## src/rtl/yarp_pkg.sv

```systemverilog
// yarp_pkg: opcode/funct7 constants and the decoded-bundle type shared by the decode stage
package yarp_pkg;
  localparam logic [6:0] R_TYPE    = 7'b0110011;
  localparam logic [6:0] I_TYPE_0  = 7'b0000011;
  localparam logic [6:0] I_TYPE_1  = 7'b0010011;
  localparam logic [6:0] I_TYPE_2  = 7'b1100111;
  localparam logic [6:0] S_TYPE    = 7'b0100011;
  localparam logic [6:0] B_TYPE    = 7'b1100011;
  localparam logic [6:0] U_TYPE_0  = 7'b0110111;
  localparam logic [6:0] U_TYPE_1  = 7'b0010111;
  localparam logic [6:0] J_TYPE    = 7'b1101111;
  localparam logic [6:0] FENCE_OP  = 7'b0001111;
  localparam logic [6:0] SYSTEM_OP = 7'b1110011;
  localparam logic [6:0] F7_BASE   = 7'b0000000;
  localparam logic [6:0] F7_ALT    = 7'b0100000;
  localparam logic [6:0] F7_MULDIV = 7'b0000001;
  typedef struct packed {
    logic [31:0] pc;
    logic [4:0]  rs1;
    logic [4:0]  rs2;
    logic [4:0]  rd;
    logic [6:0]  op;
    logic [2:0]  funct3;
    logic [6:0]  funct7;
    logic        r_type;
    logic        i_type;
    logic        s_type;
    logic        b_type;
    logic        u_type;
    logic        j_type;
    logic        sys;
    logic        illegal;
    logic [31:0] imm;
  } decode_t;
endpackage

```

## src/rtl/yarp_decode_core.sv

```systemverilog
// yarp_decode_core: combinational instruction word -> decoded bundle (fields, type flags, immediate, illegal)
module yarp_decode_core
  import yarp_pkg::*;
#(
  parameter int NUM_REGS = 32,
  parameter int M_EXT    = 0,
  parameter int SYS_EN   = 1
) (
  input  logic [31:0] instr_i,
  input  logic [31:0] pc_i,
  output decode_t     dec_o
);
  logic [6:0] op, f7;
  logic [2:0] f3;
  logic r, i, s, b, u, j, sys, bad, use_rs1, use_rs2, use_rd;
  logic [31:0] imm_i, imm_s, imm_b, imm_u, imm_j;
  assign op = instr_i[6:0];
  assign f3 = instr_i[14:12];
  assign f7 = instr_i[31:25];
  assign imm_i = {{20{instr_i[31]}}, instr_i[31:20]};
  assign imm_s = {{21{instr_i[31]}}, instr_i[30:25], instr_i[11:7]};
  assign imm_b = {{20{instr_i[31]}}, instr_i[7], instr_i[30:25], instr_i[11:8], 1'b0};
  assign imm_u = {instr_i[31:12], 12'h0};
  assign imm_j = {{12{instr_i[31]}}, instr_i[19:12], instr_i[20], instr_i[30:21], 1'b0};
  always_comb begin
    {r, i, s, b, u, j, sys, bad} = '0;
    {use_rs1, use_rs2, use_rd} = '0;
    case (op)
      R_TYPE: begin
        r = 1'b1;
        {use_rs1, use_rs2, use_rd} = 3'b111;
        bad = !(f7 == F7_BASE || (f7 == F7_ALT && (f3 == 3'b000 || f3 == 3'b101)) ||
                (f7 == F7_MULDIV && M_EXT != 0));
      end
      I_TYPE_0: begin
        i = 1'b1;
        {use_rs1, use_rd} = 2'b11;
        bad = f3 == 3'b011 || f3 == 3'b110 || f3 == 3'b111;
      end
      I_TYPE_1: begin
        i = 1'b1;
        {use_rs1, use_rd} = 2'b11;
        bad = (f3 == 3'b001 && f7 != F7_BASE) || (f3 == 3'b101 && f7 != F7_BASE && f7 != F7_ALT);
      end
      I_TYPE_2: begin
        i = 1'b1;
        {use_rs1, use_rd} = 2'b11;
        bad = f3 != 3'b000;
      end
      S_TYPE: begin
        s = 1'b1;
        {use_rs1, use_rs2} = 2'b11;
        bad = f3 > 3'b010;
      end
      B_TYPE: begin
        b = 1'b1;
        {use_rs1, use_rs2} = 2'b11;
        bad = f3 == 3'b010 || f3 == 3'b011;
      end
      U_TYPE_0, U_TYPE_1: begin
        u = 1'b1;
        use_rd = 1'b1;
      end
      J_TYPE: begin
        j = 1'b1;
        use_rd = 1'b1;
      end
      FENCE_OP, SYSTEM_OP: begin
        i = 1'b1;
        sys = 1'b1;
        {use_rs1, use_rd} = 2'b11;
        bad = SYS_EN == 0;
      end
      default: bad = 1'b1;
    endcase
    // RV32E only has x0..x15, so any referenced register with bit 4 set is out of range
    if (NUM_REGS == 16)
      bad = bad || (use_rs1 && instr_i[19]) || (use_rs2 && instr_i[24]) || (use_rd && instr_i[11]);
  end
  always_comb begin
    dec_o = '0;
    dec_o.pc = pc_i;
    dec_o.rs1 = instr_i[19:15];
    dec_o.rs2 = instr_i[24:20];
    dec_o.rd = instr_i[11:7];
    dec_o.op = op;
    dec_o.funct3 = f3;
    dec_o.funct7 = f7;
    dec_o.illegal = bad;
    {dec_o.r_type, dec_o.i_type, dec_o.s_type, dec_o.b_type, dec_o.u_type, dec_o.j_type, dec_o.sys} =
      bad ? 7'b0 : {r, i, s, b, u, j, sys};
    dec_o.imm = bad ? 32'h0 : i ? imm_i : s ? imm_s : b ? imm_b : u ? imm_u : j ? imm_j : 32'h0;
  end
endmodule

```

## src/rtl/yarp_decode_stage.sv

```systemverilog
// yarp_decode_stage: registered decode stage with a main register and one-entry skid so in_ready_o is registered
module yarp_decode_stage
  import yarp_pkg::*;
#(
  parameter int NUM_REGS = 32,
  parameter int M_EXT    = 0,
  parameter int SYS_EN   = 1
) (
  input  logic        clk,
  input  logic        reset_n,
  input  logic        flush_i,
  input  logic        in_valid_i,
  output logic        in_ready_o,
  input  logic [31:0] instr_i,
  input  logic [31:0] pc_i,
  output logic        out_valid_o,
  input  logic        out_ready_i,
  output decode_t     dec_o
);
  decode_t dec, main_q, skid_q;
  logic main_valid_q, skid_valid_q, in_fire, main_free;
  yarp_decode_core #(.NUM_REGS(NUM_REGS), .M_EXT(M_EXT), .SYS_EN(SYS_EN)) u_core (
    .instr_i(instr_i),
    .pc_i(pc_i),
    .dec_o(dec)
  );
  assign in_ready_o = !skid_valid_q;
  assign out_valid_o = main_valid_q;
  assign dec_o = main_q;
  assign in_fire = in_valid_i && in_ready_o;
  assign main_free = !main_valid_q || out_ready_i;
  // skid is only ever filled while main is stalled, so when main frees the skid entry is the older one
  always_ff @(posedge clk) begin
    if (!reset_n) begin
      main_valid_q <= 1'b0;
      skid_valid_q <= 1'b0;
      main_q <= '0;
      skid_q <= '0;
    end else if (flush_i) begin
      main_valid_q <= 1'b0;
      skid_valid_q <= 1'b0;
    end else if (main_free) begin
      main_valid_q <= skid_valid_q || in_fire;
      skid_valid_q <= 1'b0;
      if (skid_valid_q) main_q <= skid_q;
      else if (in_fire) main_q <= dec;
    end else if (in_fire) begin
      skid_q <= dec;
      skid_valid_q <= 1'b1;
    end
  end
endmodule
```

## config.mk

```make
export PLATFORM = sky130hd
export DESIGN_NAME = yarp_decode_stage
export DESIGN_NICKNAME = d
export VERILOG_FILES = /design/src/rtl/yarp_pkg.sv /design/src/rtl/yarp_decode_core.sv /design/src/rtl/yarp_decode_stage.sv
export SDC_FILE = /design/constraint.sdc
export NUM_CORES = 1
export LEC_CHECK = 0
export BUFFER_PORTS_ARGS = -buffer_cell sky130_fd_sc_hd__buf_2
export CORE_MARGIN = 2
export CORE_UTILIZATION = 50
export DETAILED_ROUTE_END_ITERATION = 10
export GPL_TIMING_DRIVEN = 1
export PLACE_DENSITY = 0.76
export RECOVER_POWER = 25
export SYNTH_ARGS = -nofsm -noshare
export SYNTH_HDL_FRONTEND = slang
export SYNTH_SLANG_ARGS = --single-unit
```

## constraint.sdc

```tcl
create_clock -name clk -period 2 [get_ports clk]
set_input_delay 0.1 -clock clk [delete_from_list [all_inputs] [get_ports clk]]
set_output_delay 0.1 -clock clk [all_outputs]
set_load 0.01 [all_outputs]
```

==> results of run 1 <==
[logic make-up (layout without fill, tap and decap cells)]
family,count (synthesis),after routing,share of synthesized area
AOI/OAI and AO/OA,340,340,0.281
and+or+nand+nor,301,301,0.140
DFF,210,210,0.467
buffers and inverters,96,348,0.0425
muxes,61,61,0.0678
xor gates and xnor gates,2,2,0.00194
other,0,1,0
[cell usage in the layout, fill, tap and decap left out, types with 6 or more instances in the layout]
master         count
nand2_1          239
mux2i_1           61
a21o_1             8
a22o_1            22
buf_12            10
buf_2             95
dfxtp_1          209
buf_4             58
o211a_1           70
dlygate4sd3_1     61
o21ai_0           60
clkbuf_1          82
nor2_1            14
a21boi_0          66
clkbuf_16         23
a21oi_1           50
a2bb2oi_1         13
a221oi_1           6
a21oi_2           16
[timing repair]
item | in CTS | in global routing
endpoints found under the setup margin | 6 | 3
hold buffers | 61 | 0
gates resized for setup | 1 | 1
endpoints found under the hold margin | 99 | 0
[through the flow]
| step | util | worst slack, ns |
|---|---|---|
| after global routing | 0.661 | 0.0151 |
| after CTS | 0.666 | 0.114 |
| after global placement | 0.586 | -0.278 |
| after floorplan | - | -0.00583 |
| after detailed placement | 0.586 | -0.300 |
| final | 0.661 | 0.0966 |
[sequential cells by signal, indices dropped and copies added, names as in the netlist]
name / flops
out_valid_o: 1
dec_o: 104
skid_valid_q: 1
skid_q: 104
[area by class of cell]
| type | count | area share |
|---|---|---|
| Antenna cell | 1 | 0.000212 |
| Tap cell | 229 | 0.0243 |
| Timing Repair Buffer | 302 | 0.171 |
| Inverter | 5 | 0.00159 |
| Sequential cell | 210 | 0.357 |
| Clock inverter | 11 | 0.0156 |
| Multi-Input combinational cell | 704 | 0.377 |
| Clock buffer | 30 | 0.0536 |
[worst register-to-register path: cells and delay by family, from the launching register on]
kind            cells  cell delay [ns]
compound gates      2             0.32
buf+inv             1             0.26
simple gates        2             0.88
flops               1             0.38
[path summary, 6_finish.rpt]
path                                    from  depth (start not counted)           to  slack [ns]
worst max register to register  skid_valid_q                          5    dec_o[12]         0.1
worst min-delay path              in_valid_i                          3  out_valid_o        0.02
worst max-delay path             instr_i[25]                          8    dec_o[12]         0.1
worst min register to register    skid_q[23]                          2   skid_q[23]        0.46
[power by group]
group          internal [mW]  switching [mW]
clock                   2.87            1.69
combinational          0.471           0.579
sequential              4.33          0.0787
[layer usage]
layer,up-vias,routed length (um)
met3,58,1560
met1,3928,11400
met2,285,11700
met4,0,883
li1,4048,-
met5,-,0
==> results.cfg, run 1 <==
[placement]
gp_congestion = 0.924
placed_area_um2 = 10400
numPortBuffers = 174
dp_hpwl_um = 16400
placed_cells = 1389

[yosys]
synth_largest_area_cell = dfxtp_1
synth_warnings = 0
syn_nets = 1079
ys_ff_latch = 210
yosysMostFrequentCell = nand2_1
avgSynthCellArea_um2 = 8.92
synth_area_um2 = 9010
synthTopCellsByCount = 239 x nand2_1, 210 x dfxtp_1, 77 x clkbuf_1, 70 x o211a_1, 66 x a21boi_0
synth.area.top_cells = dfxtp_1 47%, nand2_1 10%, o211a_1 7.8%
synth-edff-count = 0
yosysUniqueCellTypes = 54
async_flop_share = 0
postSynthCellCount = 1010
seq_area_frac_synth = 0.467
synth-main-ff-cell = dfxtp_1
synth_top_area_share = 0.467

[setup_path]
cp_max_fo = 12
path_buf_inv = 3
end_kind = flip-flop
cp_cell_sequence = dlygate4sd3_1 -> buf_2 -> nor3_2 -> a2111oi_2 -> or4b_1 -> buf_4 -> a21o_1 -> a21oi_2
cp_data_required_time_ns = 2.43
crit_family = buffers and inverters
worstPathArrival_ns = 2.33
crit_slowest_cell = or4b_1
crit_type = primary input to flip-flop
max_stage_delay_ns = 0.67
cp-start-kind = primary input

[floorplan]
ios = 175
dieArea_um2 = 19100
die_x_um = 138
rows = 49
die_h_um = 138
core-area_um2 = 17800
start_util = 0.505

[final_layout]
multi_input_area_um2 = 4440
drive_gt1_frac = 0.179
stdcell_area_um2 = 11800
fillers = 1500
nNetsFinal = 1315
syn2layout_area_growth_pct = 30.9
fin_cells = 1492
seqCellArea_um2 = 4210

[timing]
finalHoldViolations = 0
rsz0062_at_grt = no
finalSetupTns_ns = 0
worstMarginPinSlew_ns = 0.833
fmax_mhz = 525
period_needed_ns = 1.90
skew_ns = 0.0148
maxSlewViolCount = 0
holdWs_ns = 0.0198
post-route-period-util = 0.952
setup_violations = 0
relSlewSlack = 0.445

[routing]
wl_um = 25600
drt-wirelength-per-cell_um = 17.2
drtPass1Iterations = 7
vias = 8319
drt-initial-drc-count = 609
vias_per_cell = 5.58
drc_errors = 0
ant_nets = 0

[clock_tree]
numCtsBuffers = 23
htreeDepth = 1
path_clk_slew_ns = 0.06
cts_tree = yes
post_cts_buffers = 0
root_buffer = clkbuf_16
clk_latency_ns = 0.50
cts_max_path_buffers = 3
cts.sinks = 210

[global_route]
use_met2 = 0.414
grt_pass1_wl_um = 41000
grt_antenna_before_repair = 1
gr-total-overflow = 0
grt_use_met1 = 0.347
top_usage_layer = met2
met3_usage = 0.0402
grt_max_degree = 88
grt_pass1_vias = 7932
grtUsageTotal = 0.255

[pwr]
p_leak_nw = 5.05
total_power_mw = 10.0
power_density_nw_per_um2 = 850
ir_worst_vdd_v = 0.000643

[status]
status = completed

[min_path]
min_path_type = primary input to flip-flop

[job]
drv_cap = 0
No activity file was read; power rests on OpenSTA's default activity.
==> run 2, diff against run 1 <==
- CORE_UTILIZATION: 50 -> 55
- PLACE_DENSITY: 0.76 -> 0.78
- SYNTH_HIERARCHICAL: not set -> 1
- clock period: 2 -> 2.4 ns (I/O delays scaled with it)
==> results.cfg, run 2 <==
[clock_tree]
htreeDepth = 1
numCtsBuffers = 23
root_buffer = clkbuf_16
cts_tree = yes
cts_max_path_buffers = 3
cts.sinks = 210
clk_latency_ns = 0.51
path_clk_slew_ns = 0.06

[timing]
worstMarginPinSlew_ns = 0.659
period_needed_ns = 2.30
rsz0062_at_grt = no
finalHoldViolations = 0
maxSlewViolCount = 0
skew_ns = 0.0145
finalSetupTns_ns = 0
setup_violations = 0
relSlewSlack = 0.559
fmax_mhz = 434
post-route-period-util = 0.960

[floorplan]
core-area_um2 = 18800
ios = 175
die_h_um = 143
start_util = 0.564
rows = 50
die_x_um = 143
dieArea_um2 = 20400

[global_route]
use_met2 = 0.444
top_usage_layer = met2
grt_pass1_wl_um = 44200
grt_use_met1 = 0.340
grt_max_degree = 107
met3_usage = 0.0590
grtUsageTotal = 0.267
grt_antenna_before_repair = 0
grt_pass1_vias = 8523
gr-total-overflow = 0

[routing]
vias_per_cell = 5.79
drt-initial-drc-count = 553
wl_um = 27600
drt-wirelength-per-cell_um = 18.0
drc_errors = 0
vias = 8892
drtPass1Iterations = 5
ant_nets = 0

[setup_path]
crit-reg2reg-launch = skid_valid_q
cp-start-kind = primary input
crit_path_start = instr_i[27]
cp_data_required_time_ns = 2.85
worstPathArrival_ns = 2.75
cp_max_fo = 5
crit_type = primary input to flip-flop
end_kind = flip-flop

[yosys]
synth-main-ff-cell = dfxtp_1
avgSynthCellArea_um2 = 9.19
seq_area_frac_synth = 0.397
ys_ff_latch = 210
synth_area_um2 = 10600
syn_nets = 1221
synthTopCellsByCount = 233 x nand2_1, 210 x dfxtp_1, 208 x mux2i_1, 108 x nand3_1, 104 x o211a_1
synth_largest_area_cell = dfxtp_1
yosysMostFrequentCell = nand2_1
synth-edff-count = 0
synth_warnings = 6
postSynthCellCount = 1152
async_flop_share = 0
yosysUniqueCellTypes = 54
synth_top_area_share = 0.397
synth.area.top_cells = dfxtp_1 40%, mux2i_1 20%, o211a_1 9.8%

[placement]
gp_congestion = 0.882
placed_area_um2 = 11200
dp_hpwl_um = 17600
numPortBuffers = 174

[final_layout]
layout_common_cells = 233 x nand2_1, 209 x dfxtp_1, 208 x mux2i_1, 108 x nand3_1, 104 x o211a_1
stdcell_area_um2 = 12500
nNetsFinal = 1352
syn2layout_area_growth_pct = 18.4
final_common_cell = nand2_1
fillers = 1484
drive_gt1_frac = 0.145

[pwr]
power_frac_seq = 0.456
p_leak_nw = 5.44
power_density_nw_per_um2 = 645
comb_power_share = 0.112
switching_share = 0.249
p_switching_mw = 2.02
clock_power_share = 0.432
p_int_mw = 6.07
ir_worst_vdd_v = 0.000528

[min_path]
hold_start = instr_i[31]
min_path_type = primary input to flip-flop

[status]
status = completed

[job]
drv_cap = 0
-- run 2: cell type report --
| cell class | count | area [um^2] | area share |
|---|---|---|---|
| flip-flops and latches | 210 | 4210 | 0.336 |
| inverters | 8 | 30.0 | 0.00240 |
| multi-input cells | 762 | 5350 | 0.427 |
| diodes | 1 | 2.50 | 0.000200 |
| clock buffers | 36 | 684 | 0.0546 |
| repair buffers | 278 | 1910 | 0.152 |
| clock inverters | 6 | 65.1 | 0.00519 |
| well taps | 234 | 293 | 0.0234 |
-- run 2: timing repair --
item | 4_1_cts | 5_1_grt
endpoints found under the setup margin | 0 | 23
endpoints found under the hold margin | 91 | 0
hold buffers | 66 | 0
buffers inserted | 0 | 1
gates resized for setup | 0 | 4
-- run 2: worst paths after layout --
path | endpoint | slack (ns) | cells past startpoint
setup / recovery | dec_o[39] | 0.1 | 11
hold / removal | skid_q[46] | 0.05 | 4
setup reg to reg | skid_valid_q | 0.30 | 4
hold reg to reg | skid_q[87] | 0.46 | 2
-- run 2: layer usage --
metal,routed length [um],share of wire,vias up
met5,0,0,-
met4,898,0.033,0
met3,1750,0.063,69
met2,13100,0.47,271
met1,11900,0.43,4293
li1,-,-,4259
-- run 2: logic make-up after synthesis --
family,synth area share
buffers and inverters,0.101
and+or+nand+nor,0.168
DFF,0.397
muxes,0.198
xor gates and xnor gates,0.00166
AOI/OAI and AO/OA,0.134
-- run 2: critical path, cell delays in order --
cell and delay (ns):
dlygate4sd3_1 0.54, buf_2 0.16, nor4_1 0.35, a2111oi_1 0.15, o22ai_2 0.25, nand3_1 0.18, nor4_1 0.49, buf_4 0.22
mux2i_1 0.06, nand3_1 0.09, o211a_1 0.15
-- run 2: power groups by stage --
stage,combinational (mW),clock (mW),sequential [mW]
4_1_cts,0.919,3.56,3.68
5_1_grt,0.985,3.71,3.70
3_3_place_gp,0.821,0,3.75
6_report,0.906,3.49,3.69
2_1_floorplan,0.528,0,3.80
3_5_place_dp,0.833,0,3.76
-- run 2: stage by stage --
| step | hold WS, ns | setup WS [ns] | std cells | util | total power [mW] |
|---|---|---|---|---|---|
| after floorplan | 0.298 | 0.533 | 1152 | - | 4.33 |
| after global placement | 0.378 | 0.153 | 1425 | 0.596 | 4.57 |
| after detailed placement | 0.385 | 0.150 | 1425 | 0.596 | 4.59 |
| after CTS | 0.0338 | 0.112 | 1533 | 0.671 | 8.16 |
| after global routing | 0.0831 | 0.0174 | 1534 | 0.668 | 8.39 |
| final | 0.0541 | 0.0966 | 1535 | 0.668 | 8.08 |
==> run 3, diff against run 2 <==
- CORE_UTILIZATION: 55 -> 51
- PLACE_DENSITY: 0.78 -> 0.76
- clock period: 2.4 -> 1.9 ns (I/O delays scaled with it)
==> results.cfg, run 3 (synthesis results as in run 2) <==
[routing]
drt-wirelength-per-cell_um = 17.6
drc_errors = 0
drtPass1Iterations = 5
wl_um = 27900
vias = 8913
drt-initial-drc-count = 542
vias_per_cell = 5.62
ant_nets = 0

[final_layout]
nNetsFinal = 1371
syn2layout_area_growth_pct = 19.6
stdcell_area_um2 = 12700
post-route-util = 0.624
num_antenna_cells = 0
drive_gt1_frac = 0.166
fillers = 1708
layout_common_cells = 233 x nand2_1, 209 x dfxtp_1, 208 x mux2i_1, 108 x nand3_1, 104 x o211a_1
final_common_cell = nand2_1

[timing]
worstMarginPinSlew_ns = 0.761
finalHoldViolations = 0
relSlewSlack = 0.488
holdWs_ns = 0.0217
finalSetupTns_ns = 0
period_needed_ns = 1.78
setup_violations = 0
maxSlewViolCount = 0
fmax_mhz = 561
rsz0062_at_grt = no
skew_ns = 0.00446
post-route-period-util = 0.938

[floorplan]
start_util = 0.521
ios = 175
die_h_um = 148
die_x_um = 148
dieArea_um2 = 21900
core-area_um2 = 20300
rows = 52

[setup_path]
r2r_slack_ns = 0.16
cp_data_required_time_ns = 2.34
cp_cell_sequence = dlygate4sd3_1 -> buf_2 -> inv_1 -> nor3_1 -> o22ai_2 -> nand2_4 -> buf_12 -> a211oi_1 -> mux2i_1 -> nand3_1 -> o211a_1
crit_slowest_cell = dlygate4sd3_1
crit-reg2reg-launch = skid_valid_q
worstPathArrival_ns = 2.23
crit_type = primary input to flip-flop
end_kind = flip-flop
max_stage_delay_ns = 0.53
r2r-end = skid_valid_q
cp_max_fo = 19
ff2ff_path_depth = 4
cp-start-kind = primary input

[clock_tree]
root_buffer = clkbuf_16
cts.sinks = 210
numCtsBuffers = 23
clk_latency_ns = 0.50
path_clk_slew_ns = 0.06
htreeDepth = 1
cts_tree = yes
post_cts_buffers = 0
cts_max_path_buffers = 3

[global_route]
grt_use_met1 = 0.331
met3_usage = 0.0429
gr-total-overflow = 0
grtUsageTotal = 0.244
grt_pass1_vias = 8523
top_usage_layer = met2
grt_max_degree = 105
use_met2 = 0.404
grt_pass1_wl_um = 44200
grt_antenna_before_repair = 0

[placement]
placed_area_um2 = 11400
dp_hpwl_um = 18000
numPortBuffers = 174
gp_congestion = 0.998

[pwr]
power_density_nw_per_um2 = 814
ir_worst_vdd_v = 0.000765
p_leak_nw = 5.52

[min_path]
hold_start = instr_i[29]
hold_depth = 4
worstHoldEndpoint = skid_q[44]
min_path_type = primary input to flip-flop

[status]
status = completed

[job]
drv_cap = 0
-- run 3: cell count changes in the layout (fill, tap and decap cells not counted), sizes merged --
cell	change
bufinv	+2
clkinv	+1
clkinvlp	+1
clkbuf	-6
dlygate4sd3	-10
diode	-1
buf	+29
-- run 3: where the power goes --
group	switching, mW	internal [mW]	total, mW
registers	0.0892	4.56	4.65
logic	0.668	0.509	1.18
clock network	1.76	2.72	4.48
-- run 3: what timing repair did --
item,4_1_cts,5_1_grt
resized for setup,0,4
endpoints found under the hold margin,85,0
hold buffers,56,0
setup endpoints to repair,0,7
-- run 3: worst max-delay path by stage --
stage | startpoint | endpoint | slack [ns] | cells after the start
finish | instr_i[30] | dec_o[27] | 0.12 | 11
global route | instr_i[30] | dec_o[39] | 0.01 | 11
CTS | instr_i[30] | dec_o[17] | 0.11 | 11
detailed placement | instr_i[1] | dec_o[21] | -0.27 | 9
global placement | instr_i[1] | dec_o[7] | -0.26 | 8
floorplan | instr_i[6] | dec_o[28] | 0.06 | 10
-- run 3: stage by stage --
stage	worst slack, ns	cells	power (mW)
after floorplan	0.0581	1152	5.47
after global placement	-0.260	1491	5.83
after detailed placement	-0.271	1491	5.85
after CTS	0.112	1587	10.4
after global routing	0.0117	1587	10.7
final	0.117	1587	10.3
-- run 3: cell type report --
class	instances	area [um^2]	area share
clock inverters	10	133	0.0105
inverters	8	30.0	0.00237
repair buffers	297	1980	0.157
flip-flops and latches	210	4210	0.332
well taps	270	338	0.0267
multi-input cells	762	5350	0.422
clock buffers	30	622	0.0491
-- run 3: critical path, delay by kind of cell --
kind | cells | cell delay, ns
compound gates | 3 | 0.67
buf+inv | 4 | 1.02
mux | 1 | 0.12
simple gates | 3 | 0.31
-- run 3: per-layer routing --
layer	wire (um)	part of all wire	vias up
met3	1800	0.065	44
met1	12300	0.44	4295
met2	13200	0.47	274
li1	-	-	4300
met4	605	0.022	0
met5	0	0	-
